==> src/rtl/frame_buf_scanout.sv <==
// frame_buf_scanout
// Reader side of the frame buffer. A start pulse launches one frame of
// sequential reads; returned pixels land in a small prefetch FIFO whose
// occupancy plus outstanding reads never exceeds its depth. The FIFO head is
// streamed to the display encoder on a valid/ready interface with raster
// markers derived from the head pixel's x/y position.
module frame_buf_scanout #(
  parameter int H_PIX      = 320,
  parameter int V_PIX      = 240,
  parameter int FIFO_DEPTH = 8,
  parameter int RD_LAT     = 1,
  parameter int DATA_W     = 24
) (
  input  logic              clk,
  input  logic              rst_n,
  input  logic              start,
  output logic              done,
  output logic              frame_buf_re,
  output logic [16:0]       frame_buf_addr,
  input  logic [DATA_W-1:0] frame_buf_data,
  output logic              pix_valid,
  input  logic              pix_ready,
  output logic [DATA_W-1:0] pix_data,
  output logic              pix_sof,
  output logic              pix_eol,
  output logic              pix_eof
);

  localparam int ADDR_W = 17;
  localparam int NPIX   = H_PIX * V_PIX;
  localparam int X_W    = (H_PIX > 1) ? $clog2(H_PIX) : 1;
  localparam int Y_W    = (V_PIX > 1) ? $clog2(V_PIX) : 1;
  localparam int PTR_W  = $clog2(FIFO_DEPTH);
  localparam int CNT_W  = $clog2(FIFO_DEPTH + 1);

  localparam logic [ADDR_W-1:0] ADDR_LAST = ADDR_W'(NPIX - 1);
  localparam logic [ADDR_W-1:0] ADDR_ONE  = ADDR_W'(1);
  localparam logic [X_W-1:0]    X_LAST    = X_W'(H_PIX - 1);
  localparam logic [X_W-1:0]    X_ONE     = X_W'(1);
  localparam logic [Y_W-1:0]    Y_LAST    = Y_W'(V_PIX - 1);
  localparam logic [Y_W-1:0]    Y_ONE     = Y_W'(1);
  localparam logic [PTR_W-1:0]  PTR_ONE   = PTR_W'(1);
  localparam logic [CNT_W-1:0]  CNT_ONE   = CNT_W'(1);
  localparam logic [CNT_W:0]    DEPTH_EXT = (CNT_W + 1)'(FIFO_DEPTH);

  typedef enum logic [1:0] {
    IDLE  = 2'd0,
    FETCH = 2'd1,
    DRAIN = 2'd2
  } state_t;

  state_t              state;
  logic [CNT_W-1:0]    fifo_count;
  logic [CNT_W-1:0]    inflight;
  logic [CNT_W:0]      used;
  logic                credit_ok;
  logic [PTR_W-1:0]    wr_ptr;
  logic [PTR_W-1:0]    rd_ptr;
  logic [DATA_W-1:0]   fifo_mem [FIFO_DEPTH];
  logic [RD_LAT-1:0]   re_dly_p;
  logic                push;
  logic                pop;
  logic [X_W-1:0]      x;
  logic [Y_W-1:0]      y;
  logic                at_x_last;
  logic                at_y_last;

  // Credit check is deliberately conservative: a pop in the same cycle does
  // not free a slot until the following cycle.
  assign used      = {1'b0, fifo_count} + {1'b0, inflight};
  assign credit_ok = (used < DEPTH_EXT);

  assign frame_buf_re = (state == FETCH) && credit_ok;
  assign push         = re_dly_p[RD_LAT-1];

  assign pix_valid = (fifo_count != '0);
  assign pop       = pix_valid && pix_ready;
  assign pix_data  = fifo_mem[rd_ptr];

  assign at_x_last = (x == X_LAST);
  assign at_y_last = (y == Y_LAST);
  assign pix_sof   = pix_valid && (x == '0) && (y == '0);
  assign pix_eol   = pix_valid && at_x_last;
  assign pix_eof   = pix_valid && at_x_last && at_y_last;

  // Frame sequencer: owns done and the read address.
  always_ff @(posedge clk or negedge rst_n) begin
    if (!rst_n) begin
      state          <= IDLE;
      done           <= 1'b1;
      frame_buf_addr <= '0;
    end else begin
      case (state)
        IDLE: begin
          if (start) begin
            state <= FETCH;
            done  <= 1'b0;
          end
        end
        FETCH: begin
          if (frame_buf_re) begin
            if (frame_buf_addr == ADDR_LAST) begin
              frame_buf_addr <= '0;
              state          <= DRAIN;
            end else begin
              frame_buf_addr <= frame_buf_addr + ADDR_ONE;
            end
          end
        end
        DRAIN: begin
          if (pop && pix_eof) begin
            state <= IDLE;
            done  <= 1'b1;
          end
        end
        default: begin
          state <= IDLE;
          done  <= 1'b1;
        end
      endcase
    end
  end

  // ---- stage p0..p(RD_LAT-1): read strobe delayed to match frame-buffer latency
  // Tracks which cycles carry returning data and how many reads are outstanding.
  always_ff @(posedge clk or negedge rst_n) begin
    if (!rst_n) begin
      re_dly_p <= '0;
      inflight <= '0;
    end else begin
      for (int i = RD_LAT - 1; i > 0; i--) begin
        re_dly_p[i] <= re_dly_p[i-1];
      end
      re_dly_p[0] <= frame_buf_re;
      case ({frame_buf_re, push})
        2'b10:   inflight <= inflight + CNT_ONE;
        2'b01:   inflight <= inflight - CNT_ONE;
        default: inflight <= inflight;
      endcase
    end
  end

  // FIFO pointers and occupancy; push and pop in one cycle leave the count alone.
  always_ff @(posedge clk or negedge rst_n) begin
    if (!rst_n) begin
      wr_ptr     <= '0;
      rd_ptr     <= '0;
      fifo_count <= '0;
    end else begin
      if (push) begin
        wr_ptr <= wr_ptr + PTR_ONE;
      end
      if (pop) begin
        rd_ptr <= rd_ptr + PTR_ONE;
      end
      case ({push, pop})
        2'b10:   fifo_count <= fifo_count + CNT_ONE;
        2'b01:   fifo_count <= fifo_count - CNT_ONE;
        default: fifo_count <= fifo_count;
      endcase
    end
  end

  // ---- FIFO storage: returning pixel data captured on the delayed strobe
  always_ff @(posedge clk) begin
    if (push) begin
      fifo_mem[wr_ptr] <= frame_buf_data;
    end
  end

  // Raster position of the FIFO head, advanced on every accepted pixel.
  always_ff @(posedge clk or negedge rst_n) begin
    if (!rst_n) begin
      x <= '0;
      y <= '0;
    end else if (pop) begin
      if (at_x_last) begin
        x <= '0;
        if (at_y_last) begin
          y <= '0;
        end else begin
          y <= y + Y_ONE;
        end
      end else begin
        x <= x + X_ONE;
      end
    end
  end

  // The credit scheme must never let returning data find the FIFO full.
  fifo_no_overflow: assert property (@(posedge clk) disable iff (!rst_n)
    !(push && (fifo_count == CNT_W'(FIFO_DEPTH))));

endmodule

==> config.mk <==
export PLATFORM = sky130hd
export DESIGN_NAME = frame_buf_scanout
export DESIGN_NICKNAME = d
export VERILOG_FILES = /design/src/rtl/frame_buf_scanout.sv
export SDC_FILE = /design/constraint.sdc
export NUM_CORES = 1
export LEC_CHECK = 0
export CAP_MARGIN = 40
export CORE_ASPECT_RATIO = 0.5
export CORE_MARGIN = 3
export CORE_UTILIZATION = 45
export CTS_CLUSTER_DIAMETER = 30
export DETAILED_ROUTE_END_ITERATION = 10
export GPL_TIMING_DRIVEN = 0
export PLACE_DENSITY = 0.69
export SYNTH_ARGS = -nofsm -noshare
export SYNTH_HDL_FRONTEND = slang
export SYNTH_SLANG_ARGS = --single-unit
==> constraint.sdc <==
create_clock -name clk -period 3.8 [get_ports clk]
set_input_delay 0.76 -clock clk [delete_from_list [all_inputs] [get_ports clk]]
set_output_delay 0.76 -clock clk [all_outputs]
set_load 0.02 [all_outputs]
==> results of run 1 <==
[logic make-up (layout without fill, tap and decap cells)]
family                     Yosys count  count (layout)  synth area share (%)
AOI/OAI and AO/OA                   50              50                  3.50
xor gates and xnor gates            23              23                  1.99
adders and majority gates           18              18                  2.38
buffers and inverters               41             185                  1.88
DFF                                244             244                  69.9
muxes                               78              78                  14.0
and+or+nand+nor                    117             117                  6.31
[worst reg2reg max path, stage by stage, from the launching register on]
cell     delay [ns]
dfrtp_1        0.43
ha_1           0.35
nor4b_4        0.30
nand4_2        0.24
buf_2          0.26
ha_1           0.27
ha_1           0.29
a21o_1         0.17
a21oi_1        0.17
mux2i_1        0.23
xnor2_1        0.13
[synthesized netlist by cell type, drive strengths merged (3+ instances only)]
cell type / instances
mux4: 48
nand4: 10
a21oi: 6
mux2: 26
a41oi: 3
edfxtp: 192
nand2b: 5
mux2i: 4
nand2: 32
buf: 14
nor2: 18
o31ai: 4
dfrtp: 51
clkbuf: 7
nor3: 6
o21ai: 15
and3: 8
nand3: 18
and4: 4
ha: 16
xor2: 6
nor4: 4
xnor2: 17
inv: 20
a31oi: 3
[worst max path at each step]
stage	startpoint	end	slack, ns	depth (start not counted)
6_report	rd_ptr[0]$_DFFE_PN0N_	pix_data[11]	0.16	6
5_1_grt	rd_ptr[0]$_DFFE_PN0N_	pix_data[20]	0.01	5
4_1_cts	fifo_count[3]$_DFFE_PN0P_	frame_buf_re	0.03	6
3_5_place_dp	rd_ptr[1]$_DFFE_PN0N_	pix_data[20]	0.42	5
3_3_place_gp	push$_DFF_PN0_	fifo_mem[0][12]$_DFFE_PP_	-0.67	2
2_1_floorplan	wr_ptr[0]$_DFFE_PN0P_	fifo_mem[0][0]$_DFFE_PP_	1.10	2
[layer usage]
layer  wire length (um)  share of wire, %  track usage (%)
met5                  0                 0                0
met3               1050               5.4             3.57
met1               8980                46             24.8
met4                311               1.6             3.34
met2               9190                47             26.4
[final cells by class]
class                           instances  area (um^2)
Buffer                                 21          116
Fill cell                            1659         9310
Inverter                               20         75.1
Sequential cell                       244         7070
Multi-Input combinational cell        286         2900
Clock buffer                           33          783
Tap cell                              300          375
Timing Repair Buffer                   87          957
Clock inverter                         24          287
[registers in the layout, indices dropped and copies added (netlist names)]
name,flops
wr_ptr,3
rd_ptr,3
push,1
done,1
x,9
fifo_count,4
y,8
frame_buf_addr,17
inflight,4
fifo_mem,192
state,2
[power by group]
part	internal, mW	switching, mW	total (mW)
clock network	1.85	1.12	2.97
registers	3.31	0.244	3.55
logic	1.64	1.74	3.38
total	6.80	3.10	9.90
[repair_timing]
action                     in CTS  in global routing
setup buffers                   0                  0
setup endpoints to repair      10                  1
pin swaps                       0                  0
resized for setup               2                  1
[per-stage QoR]
stage / cells / total power, mW / instance area, um^2 / setup TNS (ns) / hold WS, ns
2_1_floorplan: 571 / 5.77 / 10100 / 0 / 0.447
3_3_place_gp: 945 / 6.88 / 11200 / -31.60 / 0.471
3_5_place_dp: 958 / 7.03 / 11500 / 0 / 0.474
4_1_cts: 1015 / 10.0 / 12600 / 0 / 0.233
5_1_grt: 1015 / 10.5 / 12600 / 0 / 0.274
6_report: 1015 / 9.90 / 12600 / 0 / 0.237
==> results.sh, run 1 <==
export IMPL_avgSynthCellArea_um2=17.7
export IMPL_cp_arrival_ns=2.88
export IMPL_core_um2=21900
export IMPL_hold_viol=0
export IMPL_port_buffers=74
export IMPL_place_congestion=0.845
export IMPL_hold_class="input pin to async pin"
export IMPL_drc=0
export IMPL_fin_ws_ns=0.158
export IMPL_place_ws_ns=0.422
export IMPL_finalClockSkew_ns=0.0229
export IMPL_path_max_fanout=10
export IMPL_netlist_instances=571
export IMPL_worstSetupPathType="flop to primary output"
export IMPL_r2r_setup_slack_ns=0.89
export IMPL_io_pins=75
export IMPL_place_hpwl_um=12700
export IMPL_drtIter0Drc=333
export IMPL_final_nets=737
export IMPL_fmax_ghz=0.275
export IMPL_finalSetupViolations=0
export IMPL_synth_top_area_share_pct=57.1
export IMPL_max_slew_margin_pct=47.2
export IMPL_dr_pass1_iters=4
export IMPL_start_util_pct=46.2
export IMPL_powerDensity_nw_per_um2=788
export IMPL_ctsHoldBuffers=0
export IMPL_worstSetupEndpointType="primary output"
export IMPL_dieArea_um2=24400
export IMPL_seq_area_frac_synth_pct=69.9
export IMPL_yosysTopAreaCell="edfxtp_1"
export IMPL_syn2layout_area_growth_pct=24.3
export IMPL_wl_um=19500
export IMPL_grt_max_degree=29
export IMPL_cts_buffers_inserted=31
export IMPL_syn_nets=617
export IMPL_crit_path_cell_trace="clkbuf_1 -> buf_6 -> buf_6 -> mux4_2 -> mux2_2 -> clkdlybuf4s50_1"
export IMPL_cp_num_buf_inv=4
export IMPL_cpPeakStageDelay_ns=0.54
export IMPL_reg2reg_to="inflight[3]$_DFFE_PN0P_"
export IMPL_grt_overflow=0
export IMPL_rows=38
export IMPL_fp_dieW_um=218
export IMPL_tightest_slew_ns=0.793
export IMPL_max_cap_viol_count=0
export IMPL_r2r_start="fifo_count[3]$_DFFE_PN0P_"
export IMPL_final_cell_mix="192 x edfxtp_1, 72 x clkdlybuf4s50_1, 51 x dfrtp_1"
export IMPL_rsz0062_at_grt="false"
export IMPL_cts_path_max_buffers=3
export IMPL_cts_htree_levels=1
export IMPL_async_flop_share_pct=21.3
export IMPL_utilization_pct=57.4
export IMPL_cts_root_buf="clkbuf_16"
export IMPL_cts_tree="yes"
export IMPL_avgRoutedWirePerCell_um=19.2
export IMPL_startpoint_type="flop"
export IMPL_die_y_um=112
export IMPL_p_leak_nw=4.37
export IMPL_drive_gt1_share_pct=23.8
export IMPL_synth_edff_count=192
export IMPL_path_clk_slew_ns=0.06
export IMPL_grt_usage_pct=16.8
export IMPL_ys_ff_latch=244
export IMPL_status="complete, no violations"
export IMPL_netlist_top_cells_area="edfxtp_1 57%, dfrtp_1 13%, mux4_2 11%"
export IMPL_cts_sinks=244
export IMPL_clk_latency_ns=0.55
export IMPL_cpLargestDelayFamily="buffers and inverters"
export IMPL_layout_commonest_cell="edfxtp_1"
export IMPL_grt_pass1_wl_um=32300
export IMPL_routed_via_count=5501
export IMPL_viasPerCell=5.42
export IMPL_grt_pass1_vias=5803
export IMPL_ir_drop_uv=533
export IMPL_cpMostUsedCell="buf_6"
export IMPL_ys_types=56
export IMPL_post_route_period_util_pct=95.9
export IMPL_maxSlewViolCount=0
export IMPL_antenna_found_initial=0
export IMPL_antenna_left=0
export IMPL_synth_warnings=0
export IMPL_antenna_cells=0
export IMPL_r2r_cells=10
export IMPL_syn_area_um2=10100
export IMPL_slowest_stage="clkdlybuf4s50_1"
export IMPL_fin_crit_ns=3.64
export IMPL_cp_required_ns=3.04
export IMPL_synth_ff_type="edfxtp_1"
Note: power is estimated with default switching activity, not from simulation.
==> run 2, diff against run 1 <==
Settings changed: CORE_MARGIN 3 to 5.
==> run 2 against run 1 <==
Against the previous run: utilization rose by 0.61 points; clock-buffer cell count is 4 higher; non-clock buffer count is 1 lower; fmax up 0.32%; clock skew is 0.0084 ns lower; worst hold slack improved by 0.052 ns; clock power is 11% higher; wire length grew 1.5%; first-iteration DRC count fell by 9.3%; worst setup slack gained 0.012 ns; final area up 1.1%; critical path type unchanged; largest power group unchanged; highest routed layer unchanged.
==> results.sh, run 2 (synthesis gave the netlist of run 1 again) <==
export IMPL_status="complete, no violations"
export IMPL_dr_pass1_iters=4
export IMPL_drc=0
export IMPL_whs_ns=0.288
export IMPL_antenna_left=0
export IMPL_place_congestion=0.830
export IMPL_grt_pass1_wl_um=32600
export IMPL_worstSetupPathType="flop to primary output"
export IMPL_cts_buffers_inserted=35
export IMPL_clk_latency_ns=0.49
export IMPL_ir_drop_uv=330
export IMPL_dieArea_um2=25700
export IMPL_core_um2=21900
export IMPL_start_util_pct=46.2
export IMPL_largest_reg_flops=192
export IMPL_max_slew_margin_pct=42.5
export IMPL_final_nets=740
export IMPL_syn2layout_area_growth_pct=25.6
export IMPL_die_y_um=116
export IMPL_cts_sinks=244
export IMPL_port_buffers=74
export IMPL_grt_max_degree=30
export IMPL_cts_setup_buffers=0
export IMPL_max_cap_viol_count=0
export IMPL_place_hpwl_um=12700
export IMPL_power_mw=10.3
export IMPL_antenna_found_initial=0
export IMPL_grt_overflow=0
export IMPL_drive_gt1_share_pct=24.8
export IMPL_startpoint_type="flop"
export IMPL_cpPeakStageDelay_ns=0.63
export IMPL_fp_dieW_um=222
export IMPL_path_clk_slew_ns=0.06
export IMPL_cts_resized_gates=1
export IMPL_cp_arrival_ns=2.87
export IMPL_drtIter0Drc=302
export IMPL_fillers=1650
export IMPL_cp_num_buf_inv=3
export IMPL_finalSetupViolations=0
export IMPL_fin_crit_ns=3.63
export IMPL_utilization_pct=58.1
export IMPL_p_leak_nw=4.44
export IMPL_ctsHoldBuffers=0
export IMPL_cts_tree="yes"
export IMPL_fin_area_um2=12700
export IMPL_layout_commonest_cell="edfxtp_1"
export IMPL_reg_largest_list="fifo_mem: 192 flops, frame_buf_addr: 17 flops, x: 9 flops"
export IMPL_regMostFlops="fifo_mem"
export IMPL_final_cell_mix="192 x edfxtp_1, 73 x clkdlybuf4s50_1, 51 x dfrtp_1"
export IMPL_rows=38
export IMPL_hold_viol=0
export IMPL_slowest_stage="clkdlybuf4s50_1"
export IMPL_cts_root_buf="clkbuf_16"
export IMPL_avgRoutedWirePerCell_um=19.5
export IMPL_crit_path_cell_trace="ha_1 -> nor4b_4 -> nand4_2 -> inv_2 -> clkbuf_4 -> clkdlybuf4s50_1"
export IMPL_cp_required_ns=3.04
export IMPL_viasPerCell=5.35
export IMPL_grt_usage_pct=16.1
export IMPL_cpLargestDelayFamily="buffers and inverters"
export IMPL_wl_um=19800
export IMPL_io_pins=75
export IMPL_cts_htree_levels=2
export IMPL_placedInstanceArea_um2=11500
export IMPL_powerDensity_nw_per_um2=808
export IMPL_rsz0062_at_grt="false"
export IMPL_antenna_cells=0
export IMPL_post_route_period_util_pct=95.6
export IMPL_worstSetupEndpointType="primary output"
export IMPL_hold_class="input pin to async pin"
export IMPL_finalClockSkew_ns=0.0145
export IMPL_tightest_slew_ns=0.861
export IMPL_cts_path_max_buffers=3
export IMPL_fmax_ghz=0.275
export IMPL_routed_via_count=5451
export IMPL_maxSlewViolCount=0
export IMPL_grt_pass1_vias=5822
export IMPL_path_max_fanout=11
==> run 2: per-stage QoR <==
stage                     setup WS [ns]  cells  setup TNS (ns)
after CTS                        0.0162   1019               0
after global routing             0.0171   1019               0
after global placement           -0.630    945          -29.76
final                             0.169   1019               0
after detailed placement          0.392    957               0
after floorplan                    1.10    571               0
==> run 2: power breakdown <==
group / total (mW) / internal [mW] / switching, mW
logic: 3.39 / 1.64 / 1.75
clock network: 3.31 / 2.13 / 1.17
registers: 3.56 / 3.31 / 0.252
total: 10.3 / 7.09 / 3.17
==> run 2: path summary, 6_finish.rpt <==
| check | from | to | slack (ns) | cells after the start |
|---|---|---|---|---|
| max reg2reg | fifo_count[3]$_DFFE_PN0P_ | inflight[3]$_DFFE_PN0P_ | 0.85 | 10 |
| min reg2reg | state[1]$_DFFE_PN0P_ | state[0]$_DFFE_PN0P_ | 0.48 | 1 |
| min in group clk | state[1]$_DFFE_PN0P_ | state[0]$_DFFE_PN0P_ | 0.48 | 1 |
| max in group asynchronous | rst_n | done$_DFFE_PN1P_ | 2.88 | 2 |
| min | rst_n | rd_ptr[1]$_DFFE_PN0N_ | 0.29 | 1 |
| max | fifo_count[3]$_DFFE_PN0P_ | frame_buf_re | 0.17 | 6 |
==> run 2: final cells by class <==
| class | instances | area (um^2) | area share, % |
|---|---|---|---|
| buffer | 21 | 119 | 0.936 |
| sequential | 244 | 7070 | 55.7 |
| timing repair buffer | 86 | 935 | 7.36 |
| clock inverter | 25 | 297 | 2.34 |
| inverter | 20 | 75.1 | 0.591 |
| multi-input combinational | 286 | 2900 | 22.9 |
| tap | 300 | 375 | 2.96 |
| clock buffer | 37 | 926 | 7.29 |
==> run 2: metal layers <==
metal	vias to the layer above	GRT usage (%)	share of wire (%)
met3	28	3.49	6.0
met2	142	25.8	47
met1	2757	23.0	45
met5	-	0	0
met4	0	4.35	1.7
li1	2524	-	-
